## src/rtl/branch_resolve.sv

```systemverilog
// branch_resolve: resolves conditional branches (BLT/BGE/BEQ/BNE) and drives redirect/flush to fetch.
// Optional macro BR_STATS_EN adds saturating taken/total branch counters.
`default_nettype none

module branch_resolve #(
    parameter int DW           = 24,
    parameter int FLUSH_CYCLES = 2
) (
    input  logic          clk,
    input  logic          rst,
    input  logic          br_valid,
    output logic          br_ready,
    input  logic [1:0]    br_op,
    input  logic [DW-1:0] sltres,
    input  logic          eq,
    input  logic [DW-1:0] pc,
    input  logic [DW-1:0] offset,
    output logic          redirect,
    output logic [DW-1:0] target_pc,
    output logic          flush,
    output logic          resolved,
    output logic          taken
`ifdef BR_STATS_EN
    ,
    output logic [15:0]   stat_taken,
    output logic [15:0]   stat_total
`endif
);

    localparam logic [1:0] OP_BLT = 2'b00;
    localparam logic [1:0] OP_BGE = 2'b01;
    localparam logic [1:0] OP_BEQ = 2'b10;
    localparam logic [2:0] FLUSH_INIT = 3'(FLUSH_CYCLES);

    typedef enum logic [1:0] {
        S_IDLE  = 2'd0,
        S_EVAL  = 2'd1,
        S_FLUSH = 2'd2,
        S_DONE  = 2'd3
    } state_t;

    state_t        state_q, state_d;
    logic [1:0]    op_q, op_d;
    logic [DW-1:0] slt_q, slt_d;
    logic          eq_q, eq_d;
    logic [DW-1:0] pc_q, pc_d;
    logic [DW-1:0] off_q, off_d;
    logic          outcome_q, outcome_d;
    logic [2:0]    cnt_q, cnt_d;
    logic          flush_q, flush_d;
    logic          redirect_q, redirect_d;
    logic          resolved_q, resolved_d;
    logic          taken_q, taken_d;
    logic [DW-1:0] target_q, target_d;
`ifdef BR_STATS_EN
    logic [15:0]   stat_taken_q, stat_taken_d;
    logic [15:0]   stat_total_q, stat_total_d;
`endif

    logic w_lt;
    logic w_cond;

    // Any nonzero bit of the SLT word means less-than, not just bit 0.
    assign w_lt = |slt_q;

    always_comb begin
        w_cond = 1'b0;
        case (op_q)
            OP_BLT:  w_cond = w_lt;
            OP_BGE:  w_cond = ~w_lt;
            OP_BEQ:  w_cond = eq_q;
            default: w_cond = ~eq_q;
        endcase
    end

    always_comb begin
        state_d    = state_q;
        op_d       = op_q;
        slt_d      = slt_q;
        eq_d       = eq_q;
        pc_d       = pc_q;
        off_d      = off_q;
        outcome_d  = outcome_q;
        cnt_d      = cnt_q;
        flush_d    = flush_q;
        redirect_d = 1'b0;
        resolved_d = 1'b0;
        taken_d    = taken_q;
        target_d   = target_q;
`ifdef BR_STATS_EN
        stat_taken_d = stat_taken_q;
        stat_total_d = stat_total_q;
`endif
        case (state_q)
            S_IDLE: begin
                if (br_valid) begin
                    op_d    = br_op;
                    slt_d   = sltres;
                    eq_d    = eq;
                    pc_d    = pc;
                    off_d   = offset;
                    state_d = S_EVAL;
                end
            end
            S_EVAL: begin
                target_d  = pc_q + off_q;
                outcome_d = w_cond;
                if (w_cond) begin
                    flush_d    = 1'b1;
                    redirect_d = 1'b1;
                    cnt_d      = FLUSH_INIT;
                    state_d    = S_FLUSH;
                end else begin
                    state_d = S_DONE;
                end
            end
            S_FLUSH: begin
                cnt_d = cnt_q - 3'd1;
                if (cnt_q == 3'd1) begin
                    flush_d = 1'b0;
                    state_d = S_DONE;
                end
            end
            default: begin
                resolved_d = 1'b1;
                taken_d    = outcome_q;
                state_d    = S_IDLE;
`ifdef BR_STATS_EN
                if (stat_total_q != 16'hFFFF) begin
                    stat_total_d = stat_total_q + 16'd1;
                end
                if (outcome_q && (stat_taken_q != 16'hFFFF)) begin
                    stat_taken_d = stat_taken_q + 16'd1;
                end
`endif
            end
        endcase
    end

    always_ff @(posedge clk or posedge rst) begin
        if (rst) begin
            state_q    <= S_IDLE;
            op_q       <= 2'b00;
            slt_q      <= '0;
            eq_q       <= 1'b0;
            pc_q       <= '0;
            off_q      <= '0;
            outcome_q  <= 1'b0;
            cnt_q      <= 3'd0;
            flush_q    <= 1'b0;
            redirect_q <= 1'b0;
            resolved_q <= 1'b0;
            taken_q    <= 1'b0;
            target_q   <= '0;
`ifdef BR_STATS_EN
            stat_taken_q <= 16'd0;
            stat_total_q <= 16'd0;
`endif
        end else begin
            state_q    <= state_d;
            op_q       <= op_d;
            slt_q      <= slt_d;
            eq_q       <= eq_d;
            pc_q       <= pc_d;
            off_q      <= off_d;
            outcome_q  <= outcome_d;
            cnt_q      <= cnt_d;
            flush_q    <= flush_d;
            redirect_q <= redirect_d;
            resolved_q <= resolved_d;
            taken_q    <= taken_d;
            target_q   <= target_d;
`ifdef BR_STATS_EN
            stat_taken_q <= stat_taken_d;
            stat_total_q <= stat_total_d;
`endif
        end
    end

    assign br_ready  = (state_q == S_IDLE);
    assign redirect  = redirect_q;
    assign target_pc = target_q;
    assign flush     = flush_q;
    assign resolved  = resolved_q;
    assign taken     = taken_q;
`ifdef BR_STATS_EN
    assign stat_taken = stat_taken_q;
    assign stat_total = stat_total_q;
`endif

endmodule

`default_nettype wire

```

## config.mk

```make
export PLATFORM = sky130hd
export DESIGN_NAME = branch_resolve
export DESIGN_NICKNAME = d
export VERILOG_FILES = /design/src/rtl/branch_resolve.sv
export SDC_FILE = /design/constraint.sdc
export NUM_CORES = 1
export LEC_CHECK = 0
export ABC_AREA = 1
export BUFFER_PORTS_ARGS = -buffer_cell sky130_fd_sc_hd__buf_2
export CORE_MARGIN = 2
export CORE_UTILIZATION = 47
export DETAILED_ROUTE_END_ITERATION = 16
export MAX_ROUTING_LAYER = met4
export PLACE_DENSITY_LB_ADDON = 0.2
export SETUP_SLACK_MARGIN = 0.1
export SYNTH_ARGS = -nofsm -noshare
export SYNTH_HDL_FRONTEND = slang
export SYNTH_SLANG_ARGS = --single-unit
```

## constraint.sdc

```tcl
create_clock -name clk -period 3.3 [get_ports clk]
set_input_delay 0.165 -clock clk [delete_from_list [all_inputs] [get_ports clk]]
set_output_delay 0.165 -clock clk [all_outputs]
set_load 0.02 [all_outputs]
```

==> metrics.txt <==
# TYPE chip_impl_metric gauge
chip_impl_metric{name="share_of_the_core_filled_with_cells_in_the_final_layout",unit="%"} 56.0
chip_impl_metric{name="setup_viol",unit=""} 0
chip_impl_metric{name="synth.avg_cell_area",unit="um2"} 9.27
chip_impl_info{name="cts_tree",value="done"} 1
chip_impl_metric{name="cts.sinks",unit=""} 109
chip_impl_info{name="cp-endpoint",value="off_q[1]"} 1
chip_impl_metric{name="clk_pin_slew",unit="ns"} 0.08
chip_impl_info{name="root_buffer",value="sky130_fd_sc_hd__clkbuf_16"} 1
chip_impl_metric{name="fmax",unit="MHz"} 478
chip_impl_info{name="yosys.area.top_type",value="sky130_fd_sc_hd__dfrtp_1"} 1
chip_impl_metric{name="core_area",unit="mm2"} 0.0120
chip_impl_metric{name="total_power",unit="mW"} 7.81
chip_impl_info{name="worstSetupEndpointType",value="flop"} 1
chip_impl_metric{name="multi_input_comb_area",unit="mm2"} 0.00272
chip_impl_metric{name="power-per-cell-area",unit="mW/mm2"} 1170
chip_impl_metric{name="slew_violations",unit=""} 0
chip_impl_metric{name="fin_area",unit="mm2"} 0.00670
chip_impl_metric{name="floorplan.die_area",unit="mm2"} 0.0131
chip_impl_info{name="synth_most_common_cell",value="sky130_fd_sc_hd__nand2_1"} 1
chip_impl_metric{name="finish.net_count",unit=""} 832
chip_impl_info{name="timing_worst_setup_path_type",value="reg2reg"} 1
chip_impl_metric{name="post-route-drc-count",unit=""} 0
chip_impl_metric{name="gr-usage-all-layers",unit="%"} 21.8
chip_impl_metric{name="synth_cells",unit=""} 618
chip_impl_metric{name="critPathArrivalTime",unit="ns"} 2.34
chip_impl_metric{name="yosys_warnings",unit=""} 0
chip_impl_metric{name="cts_buffer_depth",unit=""} 2
chip_impl_metric{name="mappedNetlistArea",unit="mm2"} 0.00573
chip_impl_metric{name="post-route-min-period",unit="ns"} 2.09
chip_impl_metric{name="grt_pass1_vias",unit=""} 4596
chip_impl_metric{name="post_cts_resize_count",unit=""} 0
chip_impl_info{name="hold_path.class",value="in2reg"} 1
chip_impl_metric{name="post-route-worst-setup-slack",unit="ns"} 1.21
chip_impl_metric{name="pre_cts_slack",unit="ns"} 1.23
chip_impl_metric{name="cts_hold_buf",unit=""} 0
chip_impl_metric{name="cts_made_buffers",unit=""} 9
chip_impl_metric{name="dp.cells",unit=""} 859
chip_impl_metric{name="wl_per_cell",unit="um"} 14.8
chip_impl_metric{name="global_route_wire_length_before_repair",unit="um"} 21900
chip_impl_metric{name="finalWeightedCongestion",unit=""} 0.932
chip_impl_metric{name="layoutNonFillerInstCount",unit=""} 875
chip_impl_metric{name="synthDominantCellAreaShare",unit="%"} 47.6
chip_impl_metric{name="io_pins",unit=""} 107
chip_impl_metric{name="drt_iter0_drc",unit=""} 317
chip_impl_info{name="status",value="finished clean"} 1
chip_impl_metric{name="path_max_fanout",unit=""} 79
chip_impl_metric{name="yosysSeqAreaShare",unit="%"} 47.6
chip_impl_metric{name="vias",unit=""} 4533
chip_impl_info{name="cp-startpoint",value="state_q[0]"} 1
chip_impl_metric{name="htree_num_levels",unit=""} 3
chip_impl_metric{name="r2r.worst_path.cells",unit=""} 4
chip_impl_metric{name="final.hold.worst_slack",unit="ns"} 0.0231
chip_impl_metric{name="floorplan.die.height",unit="um"} 114
chip_impl_metric{name="source_to_sink_clock_delay_at_the_later_pin_of_the_worst_skew_pair",unit="ns"} 0.37
chip_impl_metric{name="detailed_place_hpwl",unit="um"} 9800
chip_impl_metric{name="power.leakage",unit="nW"} 3.42
chip_impl_metric{name="cts_setup_buffers",unit=""} 0
chip_impl_info{name="synth_area_leaders",value="sky130_fd_sc_hd__dfrtp_1 (48%), sky130_fd_sc_hd__mux2_2 (14%), sky130_fd_sc_hd__nand2_1 (9.4%)"} 1
chip_impl_metric{name="ir_drop_worst_case_vdd",unit="mV"} 0.494
chip_impl_metric{name="slew_of_the_pin_with_the_lowest_slew_margin",unit="ns"} 1.11
chip_impl_metric{name="antennaDiodeCount",unit=""} 0
chip_impl_metric{name="finalHoldViolCount",unit=""} 0
chip_impl_metric{name="layout-drive-gt1-share",unit="%"} 28.8
chip_impl_metric{name="core.rowCount",unit=""} 40
chip_impl_metric{name="wirelength",unit="um"} 12900
chip_impl_metric{name="worst-r2r-setup-slack",unit="ns"} 1.21
chip_impl_metric{name="chipWidth",unit="um"} 114
chip_impl_metric{name="first_pass_iters",unit=""} 4
chip_impl_metric{name="synth-edff-count",unit=""} 0
chip_impl_metric{name="final.fill_count",unit=""} 1063
chip_impl_metric{name="portBuffers",unit=""} 106
chip_impl_metric{name="grt_antenna_before_repair",unit=""} 0
chip_impl_metric{name="post_drt_via_cell_ratio",unit=""} 5.18
chip_impl_info{name="worstReg2RegStart",value="state_q[0]"} 1
chip_impl_info{name="synth-main-ff-cell",value="sky130_fd_sc_hd__dfrtp_1"} 1
chip_impl_info{name="kind_of_start_point_of_the_critical_path",value="flop"} 1
chip_impl_metric{name="synthArstFlopShare",unit="%"} 100
chip_impl_info{name="regToRegEndpoint",value="off_q[1]"} 1
chip_impl_metric{name="areaGrowthSynthToFinish",unit="%"} 16.9
chip_impl_metric{name="fin_crit_sh",unit="%"} 63.3
chip_impl_info{name="unrepaired_setup_endpoints_after_global_routing",value="false"} 1
chip_impl_metric{name="final_antenna_net_count",unit=""} 0
chip_impl_metric{name="worst_slew_margin_rel",unit="%"} 26.3
chip_impl_metric{name="starting_density_of_the_core",unit="%"} 47.9
chip_impl_metric{name="timing.clock.skew",unit="ns"} 0.00855
chip_impl_metric{name="max_cap_violations",unit=""} 0
chip_impl_metric{name="regArea",unit="mm2"} 0.00273
chip_impl_metric{name="synth.distinct_cells",unit=""} 29
chip_impl_info{name="most_common_library_cells_after_synthesis",value="sky130_fd_sc_hd__nand2_1 (144), sky130_fd_sc_hd__dfrtp_1 (109), sky130_fd_sc_hd__mux2_2 (71), sky130_fd_sc_hd__inv_1 (58), sky130_fd_sc_hd__nor2_1 (45)"} 1
chip_impl_metric{name="syn_nets",unit=""} 727
chip_impl_metric{name="finalSetupTns",unit="ns"} 0
chip_impl_metric{name="dpl_cell_area",unit="mm2"} 0.00640
chip_impl_metric{name="synth.ff_latch_count",unit=""} 109
chip_impl_metric{name="global_route.overflow_total",unit=""} 0
chip_impl_metric{name="grt_start_max_net_pins",unit=""} 93
chip_impl_metric{name="crit_required",unit="ns"} 3.54
==> kinds of logic (layout without fill, tap and decap cells) <==
logic type | Yosys count | in the layout | share of synthesized area (%)
compound gates | 75 | 75 | 6.81
xor+xnor | 4 | 4 | 0.611
fa+ha+maj | 31 | 31 | 6.90
buf+inv | 73 | 183 | 5.00
flops | 109 | 109 | 47.6
mux | 71 | 71 | 14.0
simple gates | 255 | 255 | 19.1
==> critical path, stage by stage (launching register included) <==
cell,delay (ns)
sky130_fd_sc_hd__dfrtp_1,0.42
sky130_fd_sc_hd__inv_1,0.09
sky130_fd_sc_hd__ha_1,0.25
sky130_fd_sc_hd__nand2_4,0.69
sky130_fd_sc_hd__mux2_2,0.43
==> metal layers <==
metal,vias to the layer above,part of all wire [%],track usage [%]
met4,0,1.4,7.24
met2,95,48,33.9
met3,13,3.8,4.13
li1,2268,-,-
met1,2157,47,28.8
met5,-,0,-
==> placed cells by master, fill, tap and decap left out <==
master / n
sky130_fd_sc_hd__clkbuf_16: 9
sky130_fd_sc_hd__nand3_1: 37
sky130_fd_sc_hd__a21oi_1: 36
sky130_fd_sc_hd__ha_1: 30
sky130_fd_sc_hd__and3_1: 1
sky130_fd_sc_hd__nand2_4: 1
sky130_fd_sc_hd__buf_4: 2
sky130_fd_sc_hd__xnor2_1: 2
sky130_fd_sc_hd__clkinvlp_4: 1
sky130_fd_sc_hd__nor2_4: 2
sky130_fd_sc_hd__xor2_1: 2
sky130_fd_sc_hd__nor2_2: 3
sky130_fd_sc_hd__buf_2: 106
sky130_fd_sc_hd__nand2_1: 143
sky130_fd_sc_hd__dfrtp_1: 109
sky130_fd_sc_hd__nand4_1: 12
sky130_fd_sc_hd__o21ai_2: 1
sky130_fd_sc_hd__mux2_2: 71
sky130_fd_sc_hd__inv_8: 4
sky130_fd_sc_hd__o21bai_1: 1
sky130_fd_sc_hd__o21ai_1: 6
sky130_fd_sc_hd__fa_1: 1
sky130_fd_sc_hd__o21ai_0: 24
sky130_fd_sc_hd__inv_4: 1
sky130_fd_sc_hd__nor3b_2: 1
sky130_fd_sc_hd__nor2_1: 45
sky130_fd_sc_hd__inv_1: 57
sky130_fd_sc_hd__nand2_2: 4
sky130_fd_sc_hd__nand3b_1: 4
sky130_fd_sc_hd__nor3_1: 1
sky130_fd_sc_hd__inv_6: 2
sky130_fd_sc_hd__a31oi_1: 7
sky130_fd_sc_hd__or2_2: 1
sky130_fd_sc_hd__inv_2: 1
==> layout make-up <==
type                       count  area share [%]
clock buffer                   9            3.36
clock inverter                 7            1.05
tap                          147            2.75
inverter                      59            3.34
sequential                   109            40.7
multi-input combinational    436            40.7
timing repair buffer         108            8.14
==> flip-flops by register name (all words and copies together) (netlist names) <==
name       count
state_q        2
slt_q         24
flush          1
pc_q          24
target_pc     24
cnt_q          3
resolved       1
redirect       1
taken          1
off_q         24
op_q           2
outcome_q      1
eq_q           1
==> report_power, final <==
part / internal, mW / total (mW) / switching [mW]
clock network: 0.539 / 1.09 / 0.547
logic: 1.68 / 4.33 / 2.65
registers: 2.02 / 2.40 / 0.386
total: 4.23 / 7.81 / 3.58
==> how the worst min path moves through the flow <==
stage / from / endpoint / slack [ns] / cells after the start
2_1_floorplan: offset[0] / off_q[0] / 0.32 / 1
3_3_place_gp: offset[14] / off_q[14] / 0.40 / 2
3_5_place_dp: pc[13] / pc_q[13] / 0.40 / 2
4_1_cts: sltres[5] / slt_q[5] / 0.01 / 2
5_1_grt: pc[19] / pc_q[19] / 0.02 / 2
6_report: sltres[5] / slt_q[5] / 0.02 / 2
No activity file was read; power rests on OpenSTA's default activity.
